<file path="src/rtl/memory_cycle.sv">
// Memory stage of the 18-bit pipeline: performs the data-memory access over a
// req/ack port with a watchdog, drives the upstream stall and the MEM/WB register.
module memory_cycle #(
    parameter int WIDTH   = 18,
    parameter int RA_W    = 4,
    parameter int TIMEOUT = 15
) (
    input  logic             clk,
    input  logic             rst,
    input  logic             RegWriteM,
    input  logic [1:0]       ResultSrcM,
    input  logic             MemWriteM,
    input  logic [RA_W-1:0]  RdM,
    input  logic [WIDTH-1:0] ALU_ResultM,
    input  logic [WIDTH-1:0] WriteDataM,
    input  logic [WIDTH-1:0] PCPlus4M,
    output logic             mem_req,
    output logic             mem_we,
    output logic [WIDTH-1:0] mem_addr,
    output logic [WIDTH-1:0] mem_wdata,
    input  logic [WIDTH-1:0] mem_rdata,
    input  logic             mem_ack,
    output logic             StallM,
    output logic             mem_err,
    output logic             RegWriteW,
    output logic [1:0]       ResultSrcW,
    output logic [RA_W-1:0]  RdW,
    output logic [WIDTH-1:0] ALU_ResultW,
    output logic [WIDTH-1:0] ReadDataW,
    output logic [WIDTH-1:0] PCPlus4W,
    output logic [1:0]       dbg_state
);

    typedef enum logic [1:0] {
        IDLE = 2'd0,
        WAIT = 2'd1,
        DONE = 2'd2
    } state_t;

    localparam logic [7:0] LAST_CNT = 8'(TIMEOUT - 1);

    state_t           state;
    logic [7:0]       wait_cnt;
    logic [WIDTH-1:0] rdata_q;

    logic             is_load;
    logic             memop;
    logic             ack_done;
    logic             timeout_hit;
    logic             completion;
    logic [WIDTH-1:0] read_data;

    assign mem_addr  = ALU_ResultM;
    assign mem_wdata = WriteDataM;
    assign mem_we    = MemWriteM;
    assign dbg_state = state;

    always_comb begin
        is_load     = (ResultSrcM == 2'b01);
        memop       = MemWriteM | is_load;
        ack_done    = ((state == IDLE) && memop && mem_ack) || ((state == WAIT) && mem_ack);
        timeout_hit = (state == WAIT) && !mem_ack && (wait_cnt >= LAST_CNT);
        completion  = ack_done | timeout_hit;
        StallM      = (memop & ~completion & (state != DONE)) | (state == DONE);
        // Request is masked during reset so memory never sees a request from a held stage.
        mem_req     = rst & ((state == WAIT) | ((state == IDLE) & memop));
        if (ack_done) begin
            read_data = mem_rdata;
        end else if (timeout_hit) begin
            read_data = '0;
        end else begin
            read_data = rdata_q;
        end
    end

    always_ff @(posedge clk or negedge rst) begin
        if (!rst) begin
            state       <= IDLE;
            wait_cnt    <= '0;
            mem_err     <= 1'b0;
            rdata_q     <= '0;
            RegWriteW   <= 1'b0;
            ResultSrcW  <= 2'b00;
            RdW         <= '0;
            ALU_ResultW <= '0;
            ReadDataW   <= '0;
            PCPlus4W    <= '0;
        end else begin
            case (state)
                IDLE: begin
                    if (memop && !mem_ack) begin
                        state    <= WAIT;
                        wait_cnt <= '0;
                    end
                end
                WAIT: begin
                    if (mem_ack) begin
                        state <= IDLE;
                    end else if (timeout_hit) begin
                        state   <= DONE;
                        mem_err <= 1'b1;
                    end else if (wait_cnt != 8'hFF) begin
                        wait_cnt <= wait_cnt + 8'd1;
                    end
                end
                DONE: begin
                    state <= IDLE;
                end
                default: begin
                    state <= IDLE;
                end
            endcase

            if (!StallM) begin
                // A store that also claims load data wins; it must not write the register file.
                RegWriteW   <= RegWriteM & ~(MemWriteM & is_load);
                ResultSrcW  <= (ResultSrcM == 2'b11) ? 2'b00 : ResultSrcM;
                RdW         <= RdM;
                ALU_ResultW <= ALU_ResultM;
                ReadDataW   <= read_data;
                PCPlus4W    <= PCPlus4M;
                rdata_q     <= read_data;
            end else begin
                RegWriteW <= 1'b0;
            end
        end
    end

endmodule

</file>
<file path="config.mk">
export PLATFORM = sky130hd
export DESIGN_NAME = memory_cycle
export DESIGN_NICKNAME = d
export VERILOG_FILES = /design/src/rtl/memory_cycle.sv
export SDC_FILE = /design/constraint.sdc
export NUM_CORES = 1
export LEC_CHECK = 0
export CAP_MARGIN = 20
export CORE_MARGIN = 5
export CORE_UTILIZATION = 30
export CTS_BUF_LIST = sky130_fd_sc_hd__clkbuf_2
export DETAILED_ROUTE_END_ITERATION = 7
export HOLD_SLACK_MARGIN = 0.05
export PLACE_DENSITY = 0.8
export SYNTH_ARGS = -nofsm -noshare
export SYNTH_HDL_FRONTEND = slang
export SYNTH_SLANG_ARGS = --single-unit
</file>
<file path="constraint.sdc">
create_clock -name clk -period 2.02 [get_ports clk]
set_input_delay 0.505 -clock clk [delete_from_list [all_inputs] [get_ports clk]]
set_output_delay 0.505 -clock clk [all_outputs]
set_load 0.03 [all_outputs]
</file>
==> flow_summary.ini <==
[status]
status = complete, but fails checks
violations = negative setup slack

[clocking]
clock_latency_ns = 0.50
cts-hold-fix-buffers = 0
root_buffer = clkbuf_2
cts_tree = done
h-tree-depth = 3
clkTransAtPathRegs_ns = 0.23
cts_made_buffers = 9
clock_path_buffers = 2
clock_sinks = 72

[run]
drv_cap = 0

[synth]
synth_area_per_cell_um2 = 14.1
synthXorXnorAreaFrac_pct = 0
synth-adder-area-share_pct = 0.803
syn_inst = 221
ys_ff_latch = 72
synth_fp_nets = 306
synth_ff_type = dfrtp_1
yosysTopAreaCell = dfrtp_1
synth-edff-count = 0
synth_area_leaders = dfrtp_1 (58%), mux2_2 (16%), buf_4 (8.9%)
yosys_warnings = 0
synth_top_family_by_area = multiplexers
ys_types = 34
netlist_area_um2 = 3120
synthMuxAreaShare_pct = 15.9
synthArstFlopShare_pct = 100
synthSimpleGateAreaFrac_pct = 4.82
synth-compound-area-share_pct = 9.47
synth_top_area_share_pct = 57.8
synth-seq-area-share_pct = 57.8

[layout]
num_antenna_cells = 0
areaGrowthSynthToFinish_pct = 62.4
final_area_um2 = 5060
fin_nets = 455
drive_gt1_share_pct = 35.7
fillers = 919
fin_util_pct = 49.5

[sta]
layout_min_cycle_time_ns = 2.36
tightest_slew_ns = 0.893
fin_skew_ns = 0.0521
slew_violations = 0
rsz0062_at_grt = yes
layout_setup_ws_ns = -0.344
setup_viol = 44
setup_tns_ns = -7.76
fmax_mhz = 423
min_period_over_period_pct = 117
hold_viol_final = 0
max_slew_margin_pct = 40.5

[die]
num_rows = 37
ios = 186
initial_core_util_pct = 30.5
core_region_area_um2 = 10200
die_area_um2 = 12500
die_y_um = 112
fp.dieW_um = 112

[power_and_ir_drop]
peakVddDrop_mv = 0.429
cellPowerDensity_nw_per_um2 = 848
power_mw = 4.30
leakage_nw = 2.45

[global_routing]
grt_overflow = 0
grt.met3_usage_pct = 6.20
grt_pass1_wl_mm = 12.7
grt_pass1_vias = 2476
grt-busiest-layer = met2
use_met1_pct = 14.8
grt_max_degree = 73
track_usage_pct = 12.6
antenna_found_initial = 0
use_met2_pct = 20.1

[critical_path]
crit_path_start_kind = flip-flop
crit_arrival_ns = 1.86
critPathKind = reg2out
worst-endpoint-required_ns = 1.51
crit_path_end_kind = output port
worstPathMaxFanout = 2

[placement]
io_buffers = 149
detailed_place_hpwl_mm = 6.01
place_area_um2 = 4590
gp_congestion = 0.829

[detailed_routing]
wl_per_cell_um = 17.2
viasPerCell = 4.53
wl_mm = 8.77
dr.first_iter.drc_count = 74
route.detailed.drc = 0
vias = 2314
drtPass1Iterations = 6
ant_nets = 0

[worst_hold_path]
hp-class = in2async
-- synthesized netlist by cell type (2+ instances only) --
cell and count:
a22o_1 18, a31oi_1 2, and2b_2 4, buf_2 2, buf_4 37, buf_6 4
dfrtp_1 72, ha_1 2, inv_1 4, mux2_2 43, nand2_1 4, nor2_1 5
o311a_2 2, or2_2 2
-- layout by cell type (no fill, tap or decap), drive strengths merged, types with 2 or more instances in the layout --
cell	n
dfrtp	72
dlygate4sd2	67
clkdlybuf4s50	60
buf	52
mux2	43
a22o	18
clkbuf	14
nor2	5
and2b	5
inv	4
nand2	4
bufinv	4
or2	2
a31oi	2
o21ai	2
o311a	2
a21oi	2
ha	2
-- timing repair --
item,in CTS,in global routing
pin swaps,2,1
setup buffers,3,5
resized for setup,73,52
gates cloned,0,4
setup endpoints to repair,66,42
-- final timing paths --
check | start | endpoint | slack (ns) | cells past startpoint
worst max-delay path | wait_cnt[4] | StallM | -0.34 | 5
min in group clk | mem_err | mem_err | 0.49 | 1
worst min register to register | mem_err | mem_err | 0.49 | 1
worst max register to register | wait_cnt[4] | ALU_ResultW[1] | -0.23 | 10
worst min-delay path | rst | wait_cnt[0] | 0.18 | 2
max in group asynchronous | rst | dbg_state[1] | 1.18 | 2
-- routing by layer --
layer / part of all wire (%) / up-vias
met5: 0 / -
met4: 0.56 / 0
met3: 11 / 9
met2: 47 / 150
met1: 41 / 1110
li1: - / 1045
-- through the flow --
stage          worst slack, ns  std cells  hold WS, ns
2_1_floorplan          0.00343        221        0.209
3_3_place_gp            -0.449        483        0.452
3_5_place_dp            -0.436        483        0.460
4_1_cts                 -0.401        502        0.187
5_1_grt                 -0.482        511        0.217
6_report                -0.344        511        0.182
-- power breakdown --
group / switching [mW] / internal, mW
logic: 0.731 / 0.662
clock network: 0.498 / 0.671
registers: 0.110 / 1.62
-- cell families (layout without fill, tap and decap cells) --
family,Yosys count,in the layout
and+or+nand+nor,23,23
DFF,72,72
AOI/OAI and AO/OA,32,32
adders and majority gates,2,2
buffers and inverters,48,202
muxes,44,44
-- critical path: stages (launching register included) --
cell and delay [ns]:
dfrtp_1 0.44, nor4_4 0.33, o21ai_2 0.12, a221oi_4 0.24
buf_6 0.14, buf_6 0.12
-- final cells by class --
type | instances | area [um^2] | area share (%)
flip-flops and latches | 72 | 1800 | 35.6
clock buffers | 11 | 55.1 | 1.09
inverters | 4 | 15.0 | 0.296
repair buffers | 182 | 1750 | 34.6
multi-input cells | 101 | 1140 | 22.5
well taps | 136 | 170 | 3.36
clock inverters | 5 | 129 | 2.54
-- state kept, by name, indices dropped and copies added, names as in the netlist --
| register | count |
|---|---|
| ALU_ResultW | 18 |
| PCPlus4W | 18 |
| RdW | 4 |
| RegWriteW | 1 |
| ResultSrcW | 2 |
| dbg_state | 2 |
| mem_err | 1 |
| rdata_q | 18 |
| wait_cnt | 8 |
(Power assumes the default switching activity.)
